[src/rtl/tb04_outi_fifo_if.sv]
`default_nettype none
// +-----------------------------------------------------------------------+
// | tb04_outi_fifo_if : CPU OUT-port / UART nibble handshake bundle       |
// | Rev 1.0                                                               |
// +-----------------------------------------------------------------------+
interface tb04_outi_fifo_if #(
  parameter int ADDR_W = 4
);
  logic              cpu_wo;
  logic [3:0]        cpu_out;
  logic              uart_busy;
  logic              tx_wo;
  logic [3:0]        tx_nib;
  logic [ADDR_W:0]   fifo_level;
  logic              fifo_full;
  logic              fifo_empty;
  logic              overflow;

  modport master (
    output cpu_wo, cpu_out, uart_busy,
    input  tx_wo, tx_nib, fifo_level, fifo_full, fifo_empty, overflow
  );

  modport slave (
    input  cpu_wo, cpu_out, uart_busy,
    output tx_wo, tx_nib, fifo_level, fifo_full, fifo_empty, overflow
  );
endinterface
`default_nettype wire

[src/rtl/tb04_outi_fifo.sv]
`default_nettype none
// +-----------------------------------------------------------------------+
// | tb04_outi_fifo : pairs OUTI nibbles into bytes, buffers them and      |
// | replays paced nibble strobes to the UART transmitter when not busy.   |
// | Optional half-byte timeout: define TB04_NIB_RESYNC_EN.                |
// | Rev 1.0                                                               |
// +-----------------------------------------------------------------------+
module tb04_outi_fifo #(
  parameter int ADDR_W     = 4,
  parameter int GAP_CYC    = 2,
  parameter int HOLD_CYC   = 4,
  parameter int RESYNC_CYC = 1024
) (
  input  logic                tb04_clk,
  input  logic                rst,
  tb04_outi_fifo_if.slave     bus
);

  localparam int DEPTH   = 2**ADDR_W;
  localparam int CNT_MAX = (GAP_CYC > HOLD_CYC) ? GAP_CYC : HOLD_CYC;
  localparam int CNT_W   = (CNT_MAX < 2) ? 1 : $clog2(CNT_MAX);
  localparam logic [CNT_W-1:0]  GAP_LOAD  = CNT_W'(GAP_CYC - 1);
  localparam logic [CNT_W-1:0]  HOLD_LOAD = CNT_W'(HOLD_CYC - 1);
  localparam logic [ADDR_W:0]   LVL_FULL  = (ADDR_W+1)'(DEPTH);

  typedef enum logic [2:0] {
    S_IDLE = 3'd0,
    S_HI   = 3'd1,
    S_GAP  = 3'd2,
    S_LO   = 3'd3,
    S_HOLD = 3'd4
  } state_t;

  logic               busy_meta_q, busy_s_q;
  logic               half_q, half_d;
  logic [3:0]         hi_q, hi_d;
  logic               push_req;
  logic               push, pop;
  logic               full, empty;
  logic               timeout;

  logic [7:0]         mem_q [DEPTH];
  logic [ADDR_W-1:0]  wr_ptr_q, rd_ptr_q;
  logic [ADDR_W:0]    level_q, level_d;
  logic               overflow_q;
  logic [7:0]         rd_data;

  state_t             state_q, state_d;
  logic [3:0]         cur_lo_q, cur_lo_d;
  logic [CNT_W-1:0]   cnt_q, cnt_d;
  logic               tx_wo_q, tx_wo_d;
  logic [3:0]         tx_nib_q, tx_nib_d;

  // Busy comes from the 12 MHz domain; flops reset to 1 so nothing is sent
  // until the transmitter has been observed idle.
  always_ff @(posedge tb04_clk or posedge rst) begin
    if (rst) begin
      busy_meta_q <= 1'b1;
      busy_s_q    <= 1'b1;
    end else begin
      busy_meta_q <= bus.uart_busy;
      busy_s_q    <= busy_meta_q;
    end
  end

`ifdef TB04_NIB_RESYNC_EN
  localparam int RS_W = $clog2(RESYNC_CYC + 1);
  logic [RS_W-1:0] rs_cnt_q;

  always_ff @(posedge tb04_clk or posedge rst) begin
    if (rst) begin
      rs_cnt_q <= '0;
    end else if (bus.cpu_wo || !half_q || timeout) begin
      rs_cnt_q <= '0;
    end else begin
      rs_cnt_q <= rs_cnt_q + 1'b1;
    end
  end

  assign timeout = half_q && (rs_cnt_q == RS_W'(RESYNC_CYC));
`else
  assign timeout = (RESYNC_CYC < 0);
`endif

  // A wo in the timeout cycle starts a fresh byte instead of completing one.
  always_comb begin
    half_d   = half_q;
    hi_d     = hi_q;
    push_req = 1'b0;
    if (timeout) begin
      half_d = 1'b0;
    end
    if (bus.cpu_wo) begin
      if (half_q && !timeout) begin
        push_req = 1'b1;
        half_d   = 1'b0;
      end else begin
        hi_d   = bus.cpu_out;
        half_d = 1'b1;
      end
    end
  end

  always_ff @(posedge tb04_clk or posedge rst) begin
    if (rst) begin
      half_q <= 1'b0;
      hi_q   <= 4'h0;
    end else begin
      half_q <= half_d;
      hi_q   <= hi_d;
    end
  end

  assign full    = (level_q == LVL_FULL);
  assign empty   = (level_q == '0);
  assign pop     = (state_q == S_IDLE) && !empty && !busy_s_q;
  assign push    = push_req && (!full || pop);
  assign rd_data = mem_q[rd_ptr_q];

  always_comb begin
    level_d = level_q;
    case ({push, pop})
      2'b10:   level_d = level_q + 1'b1;
      2'b01:   level_d = level_q - 1'b1;
      default: level_d = level_q;
    endcase
  end

  always_ff @(posedge tb04_clk) begin
    if (push) begin
      mem_q[wr_ptr_q] <= {hi_q, bus.cpu_out};
    end
  end

  always_ff @(posedge tb04_clk or posedge rst) begin
    if (rst) begin
      wr_ptr_q   <= '0;
      rd_ptr_q   <= '0;
      level_q    <= '0;
      overflow_q <= 1'b0;
    end else begin
      if (push) begin
        wr_ptr_q <= wr_ptr_q + 1'b1;
      end
      if (pop) begin
        rd_ptr_q <= rd_ptr_q + 1'b1;
      end
      level_q <= level_d;
      if (push_req && !push) begin
        overflow_q <= 1'b1;
      end
    end
  end

  // Strobes are registered: the strobe for a state is decided on its entry.
  always_comb begin
    state_d  = state_q;
    cur_lo_d = cur_lo_q;
    cnt_d    = cnt_q;
    tx_wo_d  = 1'b0;
    tx_nib_d = tx_nib_q;
    case (state_q)
      S_IDLE: begin
        if (pop) begin
          cur_lo_d = rd_data[3:0];
          tx_wo_d  = 1'b1;
          tx_nib_d = rd_data[7:4];
          state_d  = S_HI;
        end
      end
      S_HI: begin
        cnt_d   = GAP_LOAD;
        state_d = S_GAP;
      end
      S_GAP: begin
        if (cnt_q == '0) begin
          tx_wo_d  = 1'b1;
          tx_nib_d = cur_lo_q;
          state_d  = S_LO;
        end else begin
          cnt_d = cnt_q - 1'b1;
        end
      end
      S_LO: begin
        cnt_d   = HOLD_LOAD;
        state_d = S_HOLD;
      end
      S_HOLD: begin
        if (cnt_q == '0) begin
          state_d = S_IDLE;
        end else begin
          cnt_d = cnt_q - 1'b1;
        end
      end
      default: begin
        state_d = S_IDLE;
      end
    endcase
  end

  always_ff @(posedge tb04_clk or posedge rst) begin
    if (rst) begin
      state_q  <= S_IDLE;
      cur_lo_q <= 4'h0;
      cnt_q    <= '0;
      tx_wo_q  <= 1'b0;
      tx_nib_q <= 4'h0;
    end else begin
      state_q  <= state_d;
      cur_lo_q <= cur_lo_d;
      cnt_q    <= cnt_d;
      tx_wo_q  <= tx_wo_d;
      tx_nib_q <= tx_nib_d;
    end
  end

  assign bus.tx_wo      = tx_wo_q;
  assign bus.tx_nib     = tx_nib_q;
  assign bus.fifo_level = level_q;
  assign bus.fifo_full  = full;
  assign bus.fifo_empty = empty;
  assign bus.overflow   = overflow_q;

endmodule
`default_nettype wire

[src/flat_wrapper.sv]
// flat-port wrapper written by rule: the top's interface ports become plain ports
module tb04_outi_fifo_flat 
#(
  parameter int ADDR_W     = 4,
  parameter int GAP_CYC    = 2,
  parameter int HOLD_CYC   = 4,
  parameter int RESYNC_CYC = 1024
)
  (tb04_clk, rst, bus_cpu_wo, bus_cpu_out, bus_uart_busy, bus_tx_wo, bus_tx_nib, bus_fifo_level, bus_fifo_full, bus_fifo_empty, bus_overflow);
  tb04_outi_fifo_if #(.ADDR_W(ADDR_W)) bus_i ();
  input  logic tb04_clk;
  input  logic rst;
  input wire logic [$bits(bus_i.cpu_wo)-1:0] bus_cpu_wo;
  input wire logic [$bits(bus_i.cpu_out)-1:0] bus_cpu_out;
  input wire logic [$bits(bus_i.uart_busy)-1:0] bus_uart_busy;
  output wire logic [$bits(bus_i.tx_wo)-1:0] bus_tx_wo;
  output wire logic [$bits(bus_i.tx_nib)-1:0] bus_tx_nib;
  output wire logic [$bits(bus_i.fifo_level)-1:0] bus_fifo_level;
  output wire logic [$bits(bus_i.fifo_full)-1:0] bus_fifo_full;
  output wire logic [$bits(bus_i.fifo_empty)-1:0] bus_fifo_empty;
  output wire logic [$bits(bus_i.overflow)-1:0] bus_overflow;
  assign bus_i.cpu_wo = bus_cpu_wo;
  assign bus_i.cpu_out = bus_cpu_out;
  assign bus_i.uart_busy = bus_uart_busy;
  assign bus_tx_wo = bus_i.tx_wo;
  assign bus_tx_nib = bus_i.tx_nib;
  assign bus_fifo_level = bus_i.fifo_level;
  assign bus_fifo_full = bus_i.fifo_full;
  assign bus_fifo_empty = bus_i.fifo_empty;
  assign bus_overflow = bus_i.overflow;
  tb04_outi_fifo #(.ADDR_W(ADDR_W), .GAP_CYC(GAP_CYC), .HOLD_CYC(HOLD_CYC), .RESYNC_CYC(RESYNC_CYC)) u_core (.tb04_clk(tb04_clk), .rst(rst), .bus(bus_i));
endmodule
[config.mk]
export PLATFORM = sky130hd
export DESIGN_NAME = tb04_outi_fifo_flat
export DESIGN_NICKNAME = d
export VERILOG_FILES = /design/src/rtl/tb04_outi_fifo_if.sv /design/src/rtl/tb04_outi_fifo.sv /design/src/flat_wrapper.sv
export SDC_FILE = /design/constraint.sdc
export NUM_CORES = 1
export LEC_CHECK = 0
export CORE_MARGIN = 2
export CORE_UTILIZATION = 30
export CTS_CLUSTER_DIAMETER = 120
export DETAILED_ROUTE_END_ITERATION = 6
export GPL_TIMING_DRIVEN = 0
export SLEW_MARGIN = 10
export SYNTH_ARGS = -nofsm -noshare
export SYNTH_HDL_FRONTEND = slang
export SYNTH_SLANG_ARGS = --single-unit
[constraint.sdc]
create_clock -name tb04_clk -period 3.66 [get_ports tb04_clk]
set_clock_uncertainty 0.05 [all_clocks]
set_input_delay 0.732 -clock tb04_clk [delete_from_list [all_inputs] [get_ports tb04_clk]]
set_output_delay 0.732 -clock tb04_clk [all_outputs]
set_load 0.1 [all_outputs]
=== Word-level counts from Yosys, hierarchy flattened ===
Memory sizes are Yosys's and may differ from the RTL's.
Cells that the tools add are included.

* Reductions and logical operators: 21
* Bitwise gates (word level): 1
* Eq/ne operators: 11
* $add $sub $neg: 5
* Multiplexer cells: 18

{| class="wikitable"
|+ Operator list
! cell !! count
|-
| one-hot mux 3 bit (5 select lines) || 1
|-
| one-hot mux 5 bit (2 select lines) || 1
|-
| 2-to-1 mux 3 bit || 3
|-
| adder 4 x 1 -> 4 bit (second input constant) || 2
|-
| 2-to-1 mux 4 bit || 2
|-
| one-hot mux 4 bit (2 select lines) || 1
|-
| 2-to-1 mux 1 bit || 7
|-
| equality test 3 x 2 -> 1 bit (second input constant) || 2
|-
| inequality test 2 x 1 -> 1 bit (second input constant) || 3
|-
| one-hot mux 2 bit (3 select lines) || 1
|-
| AND reduction 2 bit || 3
|-
| AND reduction 3 bit || 2
|-
| adder 5 x 1 -> 5 bit (second input constant) || 1
|-
| equality test 5 bit (second input constant) || 1
|-
| logical NOT 5 bit || 1
|-
| subtractor 5 x 1 -> 5 bit (second input constant) || 1
|-
| logical AND 1 bit || 4
|-
| logical NOT 1 bit || 4
|-
| nonzero test 2 bit || 2
|-
| equality test 3 x 1 -> 1 bit (second input constant) || 1
|-
| equality test 3 bit (second input constant) || 1
|-
| logical NOT 3 bit || 1
|-
| nonzero test 3 bit || 1
|-
| equality test 2 x 1 -> 1 bit (second input constant) || 1
|-
| other kinds (9) || 9
|}

* RAM bits: 128
* Logic and storage cells: 70
* Register bits after elaboration: 35
* Memories kept: 1
* Input bits: 8

{| class="wikitable"
|+ Memory list
! memory !! depth !! width !! rd ports !! clocked after Yosys merged registers in !! write ports !! RTL line !! text
|-
| u_core.mem_q || 16 || 8 || 1 || 0 || 1 || tb04_outi_fifo.sv:42 || <nowiki>logic [7:0] mem_q [DEPTH];</nowiki>
|}

=== Depth between registers and ports, before layout ===
* Depth in word-level cells: 8
* Depth in mapped cells: 13
* Mapped depth without buffers: 12

=== Worst setup path after synthesis ===
OpenSTA, ideal clock, no wires.

* Kind: reg-to-output
* Start: reg u_core.level_q[0] (netlist: u_core.bus.fifo_level[0])
* End: out bus_fifo_empty
* Setup slack: 154 ps
* Cell stages (with the launch flop): 3
* Arrival time: 2724 ps
* Data required time: 2878 ps
* Cells stage by stage: dfrtp_1 > or4_4 > nor2_1

* Longest elaborated chain between the ends: 1

{| class="wikitable"
|+ RTL lines
! element !! RTL line !! text
|-
| start: declaration || tb04_outi_fifo.sv:44 || <nowiki>logic [ADDR_W:0] level_q, level_d;</nowiki>
|-
| start signal: assignment || tb04_outi_fifo.sv:148 || <nowiki>level_q <= level_d;</nowiki>
|-
| logical NOT 5 bit || tb04_outi_fifo.sv:115 || <nowiki>assign empty = (level_q == '0);</nowiki>
|-
| end: declaration || flat_wrapper.sv:20 || <nowiki>output wire logic [$bits(bus_i.fifo_empty)-1:0] bus_fifo_empty;</nowiki>
|}

No other way between the ends.

=== Final worst setup path ===
Same ends and word-level chain as after synthesis.

==> results_dict.tcl <==
set metrics [dict create \
    power_density_mw_per_mm2 879 \
    grt_usage_pct 12.2 \
    tightest_slew_ns 0.984 \
    cts.sinks 163 \
    crit_type "reg2out" \
    coreArea_mm2 0.0218 \
    yosysTopAreaCellShare_pct 57.5 \
    path_max_fanout 6 \
    dr.pass1.iters 5 \
    p_leak_nw 2.69 \
    via_per_inst 4.81 \
    fp.dieH_um 153 \
    postCtsSetupBuffers 0 \
    final_common_cell "edfxtp_1" \
    hold_viol_final 0 \
    synthArstFlopShare_pct 21.5 \
    synth.largest_area_cell "edfxtp_1" \
    place_ws_ns 0.294 \
    post-dp-hpwl_mm 9.18 \
    grt_util_met3_pct 3.60 \
    maxSlewViolCount 0 \
    die_w_um 153 \
    vias 3449 \
    path_clk_slew_ns 0.06 \
    cts_max_level 4 \
    cts_buffer_depth 2 \
    first_iter_violations 255 \
    syn_nets 400 \
    grt_pass1_wl_mm 21.3 \
    fin_ws_ns 0.179 \
    crit_path_cell_trace "or4_4 > nor2_1 > clkdlybuf4s50_1" \
    dieArea_mm2 0.0235 \
    ys_seq_elements 163 \
    synth_edf_count 128 \
    fin_crit_ns 3.48 \
    top_usage_layer "met2" \
    io_pins 21 \
    mostFrequentLayoutCells "128 x edfxtp_1, 33 x dfrtp_1, 27 x mux4_2" \
    cpLargestDelayFamily "buffers and inverters" \
    hold_path.class "reg2reg" \
    grt_use_met2_pct 19.3 \
    cts_root_buf "clkbuf_16" \
    drc_errors 0 \
    grt_pass1_vias 3657 \
    io_buffers 20 \
    start_kind "register" \
    synthCells 381 \
    routabilityCongestion 0.799 \
    cts_made_buffers 17 \
    areaGrowthSynthToFinish_pct 18.2 \
    cp-end-kind "output pin" \
    yosysWarnings 0 \
    cp_num_buf_inv 1 \
    start_util_pct 30.6 \
    final_layout_size_suffix_gt1_share_pct 19.9 \
    nets 443 \
    antenna_found_initial 0 \
    drv_cap 0 \
    cp.arrival_ns 2.70 \
    rows 54 \
    clk_latency_ns 0.43 \
    syn_avg_cell_area_um2 17.5 \
    nFillCells 2034 \
    finalCoreUtilization_pct 36.2 \
    setup_viol 0 \
    ys.flop_type "edfxtp_1" \
    ys_top_cells_by_area "edfxtp_1 57%, dfrtp_1 12%, mux4_2 9.1%" \
    max_stage_delay_ns 1.14 \
    drt_wl_total_mm 13.5 \
    grt_setup_unrepaired "false" \
    yosysUniqueCellTypes 47 \
    wire_per_inst_um 18.8 \
    cts_tree "built" \
    fmax_mhz 287 \
    gr-total-overflow 0 \
    ant_nets 0 \
    grt_max_degree 36 \
    synthesis.area_mm2 0.00669 \
    num_antenna_cells 0 \
    ir_drop_uv 344 \
    status "completed" \
    fin_crit_sh_pct 95.1 \
    grtUsageMet1_pct 16.0 \
    slowest_stage "clkdlybuf4s50_1" \
    yosysSeqAreaShare_pct 70.6 \
    max_slew_margin_pct 34.2 \
    cp.required_ns 2.88 \
]
Yosys cell counts (all sizes together) (5+ instances only):
cell type,n
clkbuf,6
dfrtp,33
inv,16
a22oi,5
ha,10
edfxtp,128
buf,11
a21oi,12
o21ai,9
mux4,34
nor2,14
xnor2,8
nand2,24
nor4,7
nor2b,6
and2,9
registers in the layout, indices dropped and copies added (netlist names), 2 cells and up:
register and count:
u_core.cnt_q 2, u_core.hi_q 4, u_core.bus.fifo_level 5, u_core.state_q 3
u_core.rd_ptr_q 4, u_core.cur_lo_q 4, u_core.wr_ptr_q 4, u_core.mem_q 128
u_core.bus.tx_nib 4
through the flow:
| step | TNS (ns) | instance area, um2 | cells | hold WS [ns] | power (mW) |
|---|---|---|---|---|---|
| 2_1_floorplan | 0 | 6690 | 381 | 0.295 | 4.49 |
| 3_3_place_gp | -9.16 | 7240 | 681 | 0.300 | 5.09 |
| 3_5_place_dp | 0 | 7290 | 685 | 0.306 | 5.19 |
| 4_1_cts | 0 | 7900 | 717 | 0.312 | 7.01 |
| 5_1_grt | 0 | 7900 | 717 | 0.314 | 7.32 |
| 6_report | 0 | 7900 | 717 | 0.309 | 6.95 |
metal layers:
layer	vias to the layer above	share of wire (%)
li1	1579	-
met1	1771	45
met2	84	48
met3	15	5.1
met4	0	1.7
met5	-	0
power breakdown:
part           total, mW  switching (mW)  internal (mW)
sequential          2.68           0.280           2.40
clock               1.82           0.730           1.09
combinational       2.45            1.51          0.942
final timing paths:
kind | start | endpoint | slack, ns | cells past startpoint
setup / recovery | u_core.bus.fifo_level[0] | bus_fifo_empty | 0.18 | 3
min in group asynchronous | rst | u_core.cnt_q[1] | 0.74 | 2
setup reg to reg | u_core.bus.fifo_level[0] | u_core.bus.fifo_level[4] | 0.39 | 13
hold / removal | u_core.busy_meta_q | u_core.busy_s_q | 0.31 | 0
hold reg to reg | u_core.busy_meta_q | u_core.busy_s_q | 0.31 | 0
max in group asynchronous | rst | u_core.half_q | 2.30 | 2
cell type report:
type | instances | area, um2 | area share, %
timing repair buffer | 24 | 230 | 2.91
tap | 280 | 350 | 4.43
buffer | 17 | 101 | 1.28
multi-input combinational | 185 | 1830 | 23.2
inverter | 16 | 60.1 | 0.760
sequential | 163 | 4720 | 59.7
clock buffer | 19 | 433 | 5.48
clock inverter | 13 | 174 | 2.20
logic make-up (layout without fill, tap and decap cells):
logic type / after synthesis / in the layout / synth area share, %
buffers and inverters: 33 / 89 / 2.41
DFF: 163 / 163 / 70.6
adders and majority gates: 11 / 11 / 2.17
and+or+nand+nor: 78 / 78 / 5.99
muxes: 42 / 42 / 13.1
AOI/OAI and AO/OA: 42 / 42 / 4.10
xor gates and xnor gates: 12 / 12 / 1.57
what timing repair did:
item,CTS,global route
hold buffers,0,0
endpoints found under the setup margin,0,1
resized for setup,0,1
(Power assumes the default switching activity.)
